$ cat config.mk
export PLATFORM = sky130hd
export DESIGN_NAME = instr_sequencer
export DESIGN_NICKNAME = d
export VERILOG_FILES = /design/src/rtl/instr_sequencer.sv
export SDC_FILE = /design/constraint.sdc
export NUM_CORES = 1
export LEC_CHECK = 0
export ABC_CLOCK_PERIOD_IN_PS = 6080
export BUFFER_PORTS_ARGS = -buffer_cell sky130_fd_sc_hd__buf_2
export CORE_MARGIN = 4
export CORE_UTILIZATION = 40
export CTS_CLUSTER_DIAMETER = 100
export DETAILED_ROUTE_END_ITERATION = 12
export GPL_TIMING_DRIVEN = 0
export MAX_ROUTING_LAYER = met4
export SLEW_MARGIN = 20
export SYNTH_ARGS = -nofsm -noshare
export SYNTH_HDL_FRONTEND = slang
export SYNTH_SLANG_ARGS = --single-unit
$ cat constraint.sdc
create_clock -name clk -period 6.08 [get_ports clk]
set_input_delay 1.216 -clock clk [delete_from_list [all_inputs] [get_ports clk]]
set_output_delay 1.216 -clock clk [all_outputs]
set_load 0.01 [all_outputs]
$ cat src/rtl/instr_sequencer.sv
// Instruction sequencer: accepts {opcode, arg} words over valid/ready and drives
// registered ALU control strobes for single- and multi-cycle operations.
module instr_sequencer #(
  parameter int                    OPCODE_WIDTH = 3,
  parameter int                    ARG_WIDTH    = 8,
  parameter int                    NUM_REGS     = 5,
  parameter int                    MAC_LATENCY  = 3,
  parameter logic [NUM_REGS-1:0]   RES_MASK     = 5'b00101
) (
  input  logic                              clk,
  input  logic                              rst_n,
  input  logic                              instr_valid,
  input  logic [OPCODE_WIDTH+ARG_WIDTH-1:0] instr,
  output logic                              instr_ready,
  output logic                              f_add,
  output logic                              f_mac,
  output logic                              f_wait,
  output logic                              wr_res,
  output logic [NUM_REGS-1:0]               alu_reg_en,
  output logic                              busy,
  output logic                              illegal_op
);

  typedef enum logic {S_IDLE, S_EXEC} state_t;

  localparam logic [OPCODE_WIDTH-1:0] OP_ADD  = OPCODE_WIDTH'(0);
  localparam logic [OPCODE_WIDTH-1:0] OP_MAC  = OPCODE_WIDTH'(1);
  localparam logic [OPCODE_WIDTH-1:0] OP_WAIT = OPCODE_WIDTH'(2);
  localparam logic [OPCODE_WIDTH-1:0] OP_SETR = OPCODE_WIDTH'(3);
  localparam logic [OPCODE_WIDTH-1:0] OP_NOP  = OPCODE_WIDTH'(4);
  localparam logic [ARG_WIDTH-1:0]    CNT_ONE = ARG_WIDTH'(1);
  localparam logic [ARG_WIDTH-1:0]    MAC_D   = ARG_WIDTH'(MAC_LATENCY);
  localparam logic [31:0]             NREGS_U = 32'(NUM_REGS);

  state_t                   state_q, state_d;
  logic [ARG_WIDTH-1:0]     cnt_q, cnt_d;
  logic [OPCODE_WIDTH-1:0]  op_q, op_d;
  logic [ARG_WIDTH-1:0]     arg_q, arg_d;

  logic                     f_add_q, f_add_d;
  logic                     f_mac_q, f_mac_d;
  logic                     f_wait_q, f_wait_d;
  logic                     wr_res_q, wr_res_d;
  logic [NUM_REGS-1:0]      alu_reg_en_q, alu_reg_en_d;
  logic                     busy_q, busy_d;
  logic                     illegal_op_q, illegal_op_d;

  logic [OPCODE_WIDTH-1:0]  in_op;
  logic [ARG_WIDTH-1:0]     in_arg;
  logic [ARG_WIDTH-1:0]     in_dur;
  logic                     accept;
  logic                     exec_d;
  logic                     last_d;
  logic                     op_legal_d;
  logic                     arg_in_range_d;
  logic [NUM_REGS-1:0]      setr_hot_d;

  assign in_op  = instr[OPCODE_WIDTH+ARG_WIDTH-1:ARG_WIDTH];
  assign in_arg = instr[ARG_WIDTH-1:0];

  // Ready in idle, or in the final cycle of an op so the next issues without a bubble.
  assign instr_ready = (state_q == S_IDLE) || (cnt_q == CNT_ONE);
  assign accept      = instr_valid && instr_ready;

  always_comb begin
    in_dur = CNT_ONE;
    case (in_op)
      OP_MAC:  in_dur = MAC_D;
      OP_WAIT: in_dur = (in_arg == '0) ? CNT_ONE : in_arg;
      default: in_dur = CNT_ONE;
    endcase
  end

  always_comb begin
    state_d = state_q;
    cnt_d   = cnt_q;
    op_d    = op_q;
    arg_d   = arg_q;
    if (accept) begin
      state_d = S_EXEC;
      cnt_d   = in_dur;
      op_d    = in_op;
      arg_d   = in_arg;
    end else if (state_q == S_EXEC) begin
      if (cnt_q <= CNT_ONE) begin
        state_d = S_IDLE;
        cnt_d   = '0;
      end else begin
        cnt_d = cnt_q - CNT_ONE;
      end
    end
  end

  // One-hot register select for SETR, one comparator per register.
  generate
    for (genvar gi = 0; gi < NUM_REGS; gi++) begin : g_setr_hot
      assign setr_hot_d[gi] = (arg_d == ARG_WIDTH'(gi));
    end
  endgenerate

  assign exec_d         = (state_d == S_EXEC);
  assign last_d         = (cnt_d == CNT_ONE);
  assign arg_in_range_d = (32'(arg_d) < NREGS_U);
  assign op_legal_d     = (op_d == OP_ADD) || (op_d == OP_MAC) || (op_d == OP_WAIT) ||
                          (op_d == OP_SETR) || (op_d == OP_NOP);

  // Outputs are decoded from the next state so they appear registered in the op's cycles.
  always_comb begin
    f_add_d      = 1'b0;
    f_mac_d      = 1'b0;
    f_wait_d     = 1'b0;
    wr_res_d     = 1'b0;
    alu_reg_en_d = '0;
    busy_d       = exec_d;
    illegal_op_d = 1'b0;
    if (exec_d) begin
      if (!op_legal_d) begin
        illegal_op_d = 1'b1;
      end else begin
        case (op_d)
          OP_ADD: begin
            f_add_d      = 1'b1;
            wr_res_d     = 1'b1;
            alu_reg_en_d = RES_MASK;
          end
          OP_MAC: begin
            f_mac_d = 1'b1;
            if (last_d) begin
              wr_res_d     = 1'b1;
              alu_reg_en_d = RES_MASK;
            end
          end
          OP_WAIT: f_wait_d = 1'b1;
          OP_SETR: begin
            if (arg_in_range_d) begin
              alu_reg_en_d = setr_hot_d;
            end else begin
              illegal_op_d = 1'b1;
            end
          end
          default: ;
        endcase
      end
    end
  end

  always_ff @(posedge clk or negedge rst_n) begin
    if (!rst_n) begin
      state_q      <= S_IDLE;
      cnt_q        <= '0;
      op_q         <= '0;
      arg_q        <= '0;
      f_add_q      <= 1'b0;
      f_mac_q      <= 1'b0;
      f_wait_q     <= 1'b0;
      wr_res_q     <= 1'b0;
      alu_reg_en_q <= '0;
      busy_q       <= 1'b0;
      illegal_op_q <= 1'b0;
    end else begin
      state_q      <= state_d;
      cnt_q        <= cnt_d;
      op_q         <= op_d;
      arg_q        <= arg_d;
      f_add_q      <= f_add_d;
      f_mac_q      <= f_mac_d;
      f_wait_q     <= f_wait_d;
      wr_res_q     <= wr_res_d;
      alu_reg_en_q <= alu_reg_en_d;
      busy_q       <= busy_d;
      illegal_op_q <= illegal_op_d;
    end
  end

  assign f_add      = f_add_q;
  assign f_mac      = f_mac_q;
  assign f_wait     = f_wait_q;
  assign wr_res     = wr_res_q;
  assign alu_reg_en = alu_reg_en_q;
  assign busy       = busy_q;
  assign illegal_op = illegal_op_q;

endmodule

-- Word level (Yosys, flattened, before mapping)
Index checks and enable logic that the tools add are counted.
- output and inout bits: 12
- memory bits (writable): 0
- input bits: 14
- memories kept: 0
- logic and storage cells: 67
- memory bits (read-only): 0
- bits in registers: 30
- latch bits: 0
- multipliers: 0
- mux-type cells: 32
- shift-type cells: 0
- bitwise operators: 1
- eq/ne operators: 12
- order comparisons: 2
- reductions and logical operators: 9
- divide/modulo/power cells: 0
- $add $sub $neg: 1
- operators by type and width (kind ; count):
    8-bit two-way mux ; 5
    8-bit by 1-bit equality test with 1-bit output (second input constant) ; 3
    1-bit two-way mux ; 19
    8-bit by 2-bit equality test with 1-bit output (second input constant) ; 2
    8-bit zero test ; 2
    8-bit case mux with 2 select lines ; 1
    5-bit two-way mux ; 3
    5-bit case mux with 3 select lines ; 1
    3-bit by 2-bit equality test with 1-bit output (second input constant) ; 3
    8-bit by 3-bit equality test with 1-bit output (second input constant) ; 1
    8-bit by 1-bit <= comparator with 1-bit output (second input constant) ; 1
    8-bit by 3-bit < comparator with 1-bit output (second input constant) ; 1
    8-bit by 1-bit subtractor with 8-bit output (second input constant) ; 1
    3-bit by 1-bit equality test with 1-bit output (second input constant) ; 2
    3-bit two-way mux ; 2
    1-bit logical OR ; 5
    3-bit equality test (second input constant) ; 1
    3-bit zero test ; 1
    1-bit case mux with 2 select lines ; 1
    1-bit logical AND ; 1
    1-bit NOT ; 1

-- Logic depth before layout (Yosys ltp)
Gate-level depths: netlist of run 1.
- depth after elaboration: 11
- mapped depth: 10
- gate-level depth less buffers: 8

-- Worst setup path before layout of run 1
OpenSTA, ideal clock, no wires.
- kind: input port to flip-flop
- start: input instr[4]
- end: register alu_reg_en_q[3] (netlist: alu_reg_en[3])
- setup time: 0.066 ns
- data arrival time: 2.725 ns
- stages: 5
- setup slack: 3.289 ns
- path buffers: 0
- required time: 6.014 ns
- cell sequence: or4_1 > or3_1 > or3_4 > a21oi_2 > and3_1
- cells in the longest elaborated chain, start to end: 6
- elaborated cells between the ends (all ways): 7
- classes of those cells: 1 x order compare; 1 x eq/ne; 5 x mux
- ends and longest elaborated chain (what ; line ; text):
    start: declaration ; 13 ; input logic [OPCODE_WIDTH+ARG_WIDTH-1:0] instr,
    8-bit two-way mux (*) ; 79 ; if (accept) begin
    8-bit by 3-bit < comparator with 1-bit output / 8-bit by 2-bit equality test with 1-bit output (equally long branches) ; 103, 97 ;
    5-bit two-way mux (*) ; 135 ; if (arg_in_range_d) begin
    5-bit case mux with 3 select lines (*) ; 120 ; case (op_d)
    5-bit two-way mux (*) ; 117 ; if (!op_legal_d) begin
    5-bit two-way mux (*) ; 116 ; if (exec_d) begin
    named net alu_reg_en_d[3] ; 44 ; logic [NUM_REGS-1:0] alu_reg_en_q, alu_reg_en_d;
    end signal: assignment ; 169 ; alu_reg_en_q <= alu_reg_en_d;
    end: declaration ; 44 ;
Mark *: on every way through the listed nets, which the timed path passes. The rest lies on a longest branch.

-- Final worst setup path of run 1
- start: register cnt_q[2]
- end: output instr_ready
- cells in the longest elaborated chain, start to end: 2
- ends and longest elaborated chain (what ; line ; text):
    start: declaration ; 36 ; logic [ARG_WIDTH-1:0] cnt_q, cnt_d;
    start signal: assignment ; 162 ; cnt_q <= cnt_d;
    8-bit by 1-bit equality test with 1-bit output ; 62 ; assign instr_ready = (state_q == S_IDLE) || (cnt_q == CNT_ONE);
    1-bit logical OR ; 62 ;
    end: declaration ; 14 ; output logic instr_ready,
No other way between the ends.

==> results of run 1 <==
==> through the flow <==
step                util [%]  total power (uW)
finish                  48.4              1120
global route            48.4              1220
detailed placement      45.9               940
CTS                     48.4              1130
global placement        45.9               937
floorplan                  -               787
==> state kept, by name (all words and copies together) (netlist names), 3 cells and up <==
register	cells
arg_q	8
cnt_q	8
alu_reg_en	5
op_q	3
==> critical path: cells and delay by family (launching register included) <==
family	cells	cell delay, ps
and+or+nand+nor	1	430
DFF	1	360
AOI/OAI and AO/OA	1	200
buffers and inverters	3	390
==> power by group through the flow <==
stage | Sequential [uW] | Combinational [uW] | Clock (uW)
2_1_floorplan | 344 | 443 | 0
3_3_place_gp | 344 | 593 | 0
3_5_place_dp | 344 | 595 | 0
4_1_cts | 341 | 598 | 190
5_1_grt | 352 | 668 | 201
6_report | 340 | 591 | 185
==> cell type report <==
| type | count | area (um^2) |
|---|---|---|
| fillers | 421 | 2250 |
| multi-input cells | 153 | 952 |
| flip-flops and latches | 30 | 751 |
| repair buffers | 25 | 125 |
| clock buffers | 8 | 110 |
| well taps | 52 | 65.1 |
| plain buffers | 9 | 60.1 |
| inverters | 12 | 45.0 |
==> path summary, 6_finish.rpt <==
kind	depth (start not counted)	endpoint	slack, ps
min in group asynchronous	1	cnt_q[4]$_DFF_PN0_	960
max in group asynchronous	1	alu_reg_en[1]$_DFF_PN0_	4700
min	2	arg_q[7]$_DFF_PN0_	470
min reg2reg	2	arg_q[7]$_DFF_PN0_	470
max	5	instr_ready	3190
max reg2reg	7	illegal_op$_DFF_PN0_	3440
==> kinds of logic after synthesis <==
kind of cell | count (synthesis) | synth area share [%]
adder cells (fa/ha/maj) | 2 | 1.38
buffers and inverters | 21 | 5.81
AO/OA/AOI/OAI | 47 | 17.4
multiplexers | 10 | 5.95
flip-flops | 30 | 41.5
XOR/XNOR | 1 | 0.485
AND/OR/NAND/NOR | 93 | 27.4
==> layer usage <==
layer / routed length [um] / part of all wire [%] / vias up / track usage [%]
li1: - / - / 802 / -
met1: 2000 / 48 / 711 / 22.9
met2: 1930 / 47 / 29 / 25.7
met3: 162 / 3.9 / 5 / 4.01
met4: 54 / 1.3 / 0 / 5.24
met5: 0 / 0 / - / -
==> Yosys cell counts (3+ instances only) <==
library cell	n	area, um^2
clkbuf_1	3	11.3
a31oi_1	3	18.8
nor4_1	4	25.0
nor3b_1	3	22.5
mux2i_1	6	60.1
inv_1	12	45.0
nand2_1	30	113
nor2_1	15	56.3
nor3_1	10	50.1
buf_2	3	15.0
mux2_2	3	33.8
nand3b_1	4	30.0
dfrtp_1	30	751
or3_1	4	25.0
a21oi_1	8	40.0
buf_6	3	33.8
o21ai_1	4	20.0
o21ai_0	14	70.1
nand3_1	6	30.0
or4_1	3	22.5
==> results.yml, run 1 <==
finish:
  final_cell_mix: "30 x nand2_1, 30 x dfrtp_1, 28 x buf_2, 15 x nor2_1, 14 x o21ai_0"
  stdcell_count: 289
  diodes: 0
  drive_gt1_share_pct: 22.8
  syn_to_final_growth_pct: 16.6
  stdcell_area_mm2: 0.00211
  final_net_count: 252
sta:
  hold_viol_final: 0
  rsz0062_at_grt: "no"
  slew_viol_final: 0
  timing.hold.ws_ps: 466
  worstMarginPinSlew_ps: 811
  final.setup.worst_slack_ps: 3190
  fin_tns_setup_ps: 0
  final.period_utilization_pct: 47.5
  finalSetupViolations: 0
  max_freq_mhz: 347
  fin_crit_ps: 2890
  max_slew_margin_pct: 45.8
  skew_ps: 7.23
setup_path:
  crit_type: "reg2out"
  cp_slowest_cell: "nor4_1"
  critPathRequiredTime_ps: 4860
  startpoint_type: "register"
  slowest_delay_ps: 430
  worstPathCellList: "clkbuf_1 > nor4_1 > a31oi_1 > inv_1 > buf_2"
  arrival_ps: 1670
  cp-startpoint: "cnt_q[2]$_DFF_PN0_"
  worstReg2RegStart: "cnt_q[3]$_DFF_PN0_"
  crit_path_end_kind: "output port"
  cp_max_fo: 10
clocking:
  cts_buffers: 5
  insertion_delay_ps: 280
  cts_setup_buffers: 0
  clock_path_buffers: 2
  cts_resized: 0
  cts_hold_buf: 0
  cts_sinks: 30
  root_buffer: "clkbuf_8"
  htreeDepth: 2
  cts_tree: "yes"
  clkTransAtPathRegs_ps: 60
placement:
  numPlacedInstances: 281
  dpl_worst_slack_ps: 3000
  routabilityCongestion: 0.852
  post_dp_cell_area_mm2: 0.00200
  dpl.hpwl_um: 3150
  io_buffers: 25
drt:
  remaining_drc_errors: 0
  wl_per_cell_um: 14.4
  drt_wl_total_um: 4150
  vias: 1547
  detail-route-antenna-nets: 0
  dr.pass1.iters: 4
  drt-vias-per-instance: 5.35
  drt-initial-drc-count: 53
logic_synthesis:
  synthArstFlopShare_pct: 100
  synthCells: 204
  yosysWarnings: 0
  synth.avg_cell_area_um2: 8.86
  synth.distinct_cells: 49
  synth_seq_cells: 30
  synth_edf_count: 0
  seq_area_frac_synth_pct: 41.5
  synthesis.nets: 220
  ys.flop_type: "dfrtp_1"
  netlist_area_mm2: 0.00181
power:
  ir_drop_uv: 189
  netSwitchingFraction_pct: 43.1
  power_leakage_uw: 0.000988
  p_per_area_mw_per_mm2: 530
  cell_internal_pwr_uw: 636
  power.share.clock_pct: 16.6
  switching_power_uw: 481
  p_seq_share_pct: 30.5
  comb_power_share_pct: 52.9
floorplan:
  dieArea_mm2: 0.00566
  io_pins: 26
  die_w_um: 75.2
  start_util_pct: 41.5
  coreArea_mm2: 0.00435
  rows: 24
  die_y_um: 75.2
global_routing:
  grt_pass1_vias: 1457
  grt_max_degree: 31
  grt_overflow_total: 0
  antenna_found_initial: 0
  grt_pass1_wl_um: 7020
  grt_usage_pct: 17.1
hold_path:
  hold_class: "reg2reg"
  worstHoldStart: "arg_q[7]$_DFF_PN0_"
status:
  run_status: "completed"
job:
  cap_violations: 0
(Power assumes the default switching activity.)
==> run 2: changes to the inputs <==
- ABC_AREA: unset -> 1
- ABC_CLOCK_PERIOD_IN_PS: 6080 -> 2610
- clock period: 6.08 -> 2.61 ns (I/O delays scaled with it)
==> results.yml, run 2 <==
status:
  run_status: "completed"
power:
  ir_drop_uv: 453
  power_leakage_uw: 0.00112
  p_per_area_mw_per_mm2: 1190
sta:
  fin_tns_setup_ps: 0
  final.setup.worst_slack_ps: 415
  max_slew_margin_pct: 49.2
  fin_crit_ps: 2200
  rsz0062_at_grt: "no"
  max_freq_mhz: 456
  skew_ps: 3.80
  slew_viol_final: 0
  finalSetupViolations: 0
  hold_viol_final: 0
  final.period_utilization_pct: 84.1
  worstMarginPinSlew_ps: 757
placement:
  dpl_worst_slack_ps: 434
  routabilityCongestion: 0.876
  io_buffers: 25
  dpl.hpwl_um: 2740
logic_synthesis:
  netlist_area_mm2: 0.00176
  synth_edf_count: 0
  yosys-top-cells-area: "dfrtp_1 43%, nand2_1 15%, nor2_1 5.5%, inv_1 5.3%, nand3_1 4.0%"
  synth_seq_cells: 30
  seq_area_frac_synth_pct: 42.6
  yosysWarnings: 0
  synth_top_cell_area_share_pct: 42.6
  synth_common_cells: "71 x nand2_1, 30 x dfrtp_1, 26 x nor2_1"
  synthArstFlopShare_pct: 100
  synthesis.nets: 238
  synth_top_cell_by_area: "dfrtp_1"
  synthCells: 222
  synth.avg_cell_area_um2: 7.93
  synth.distinct_cells: 30
  ys.flop_type: "dfrtp_1"
  synth_most_common_cell: "nand2_1"
setup_path:
  cp_max_fo: 7
  crit_top_cell: "nand2_1"
  crit_path_end_kind: "register"
  crit_type: "reg2reg"
  slowest_delay_ps: 420
  critPathRequiredTime_ps: 2830
  arrival_ps: 2420
  worstPathCellList: "inv_1 > ha_1 > nand4_1 > nand3_1 > nand2_1 > a21oi_1 > nand2_1 > nor2_1 > nand3_2 > nand3_1 > nand2_1 > inv_1"
  startpoint_type: "register"
  cp_slowest_cell: "dfrtp_1"
clocking:
  root_buffer: "clkbuf_8"
  cts_resized: 0
  clkTransAtPathRegs_ps: 60
  cts_buffers: 5
  clock_path_buffers: 2
  cts_tree: "yes"
  cts_sinks: 30
  cts_hold_buf: 0
  cts_setup_buffers: 0
  insertion_delay_ps: 280
  htreeDepth: 2
global_routing:
  grt_pass1_vias: 1402
  grt_max_degree: 31
  antenna_found_initial: 0
  use_met3_pct: 4.46
  grt_use_met2_pct: 23.5
  grt_overflow_total: 0
  grt_usage_pct: 15.2
  busiest_layer: "met2"
  use_met1_pct: 18.5
  grt_pass1_wl_um: 6090
floorplan:
  rows: 23
  die_y_um: 74.3
  dieArea_mm2: 0.00553
  start_util_pct: 42.8
  io_pins: 26
  coreArea_mm2: 0.00412
  die_w_um: 74.3
drt:
  dr.pass1.iters: 4
  wl_per_cell_um: 11.6
  remaining_drc_errors: 0
  vias: 1438
  drt-vias-per-instance: 4.71
  detail-route-antenna-nets: 0
  drt_wl_total_um: 3530
  drt-initial-drc-count: 28
hold_path:
  hold_class: "in2async"
finish:
  regArea_um2: 751
  syn_to_final_growth_pct: 15.8
  final_net_count: 270
  final_common_cell: "nand2_1"
  multi_input_area_um2: 862
  fill_cells: 401
  diodes: 0
  final_cell_mix: "71 x nand2_1, 30 x dfrtp_1, 26 x nor2_1, 25 x inv_1, 25 x buf_2"
  drive_gt1_share_pct: 25.1
job:
  cap_violations: 0
-- run 2: cell types whose count changed after synthesis, moves of 5 or more --
cell	delta
nand2_1	+41
mux2i_1	-6
nor3_1	-8
o21ai_2	+5
nor2_1	+11
o21ai_0	-13
nand3_1	+8
inv_1	+13
-- run 2: cell type report --
type | count | share of cell area [%]
buffer | 3 | 2.09
multi-input combinational | 161 | 42.3
sequential | 30 | 36.8
clock inverter | 1 | 0.245
clock buffer | 7 | 4.23
timing repair buffer | 25 | 6.13
tap | 50 | 3.07
inverter | 28 | 5.15
-- run 2: worst paths after layout --
path	slack [ps]	from	end	cells after the start
max in group asynchronous	1920	rst_n	cnt_q[0]$_DFF_PN0_	1
worst min register to register	480	arg_q[4]$_DFF_PN0_	arg_q[4]$_DFF_PN0_	2
worst max register to register	410	cnt_q[0]$_DFF_PN0_	alu_reg_en[0]$_DFF_PN0_	12
worst max-delay path	410	cnt_q[0]$_DFF_PN0_	alu_reg_en[0]$_DFF_PN0_	12
min in group clk	480	arg_q[4]$_DFF_PN0_	arg_q[4]$_DFF_PN0_	2
worst min-delay path	270	rst_n	alu_reg_en[2]$_DFF_PN0_	1
-- run 2: kinds of logic (layout without fill, tap and decap cells) --
kind of cell	after synthesis	after routing	share of synthesized area, %
buffers and inverters	31	64	8.39
adder cells (fa/ha/maj)	2	2	1.42
AO/OA/AOI/OAI	19	19	8.32
flip-flops	30	30	42.6
XOR/XNOR	1	1	0.498
AND/OR/NAND/NOR	139	139	38.7
-- run 2: power breakdown --
group | total (uW) | leakage (uW) | switching, uW | internal [uW]
clock network | 376 | 0.0000482 | 164 | 212
registers | 722 | 0.000385 | 87.9 | 634
logic | 1330 | 0.000685 | 869 | 461
total | 2430 | 0.00112 | 1120 | 1310
-- run 2: metal layers --
metal / vias to the layer above / share of wire [%]
met1: 647 / 46
met3: 7 / 4.2
met5: - / 0
met2: 22 / 47
met4: 0 / 2.1
li1: 762 / -
-- run 2: through the flow --
step	hold slack (ps)	cells	area [um^2]	total power (uW)	util (%)
after CTS	289	305	2040	2460	49.6
after detailed placement	465	297	1950	2080	47.3
after global routing	313	305	2040	2680	49.6
after global placement	462	297	1950	2070	47.3
final	268	305	2040	2430	49.6
after floorplan	226	222	1760	1780	-
-- run 2: critical path, delay by kind of cell, from the launching register on --
family	cells	cell delay [ps]
buffers and inverters	2	200
flip-flops	1	420
adder cells (fa/ha/maj)	1	300
AND/OR/NAND/NOR	8	1050
AO/OA/AOI/OAI	1	170
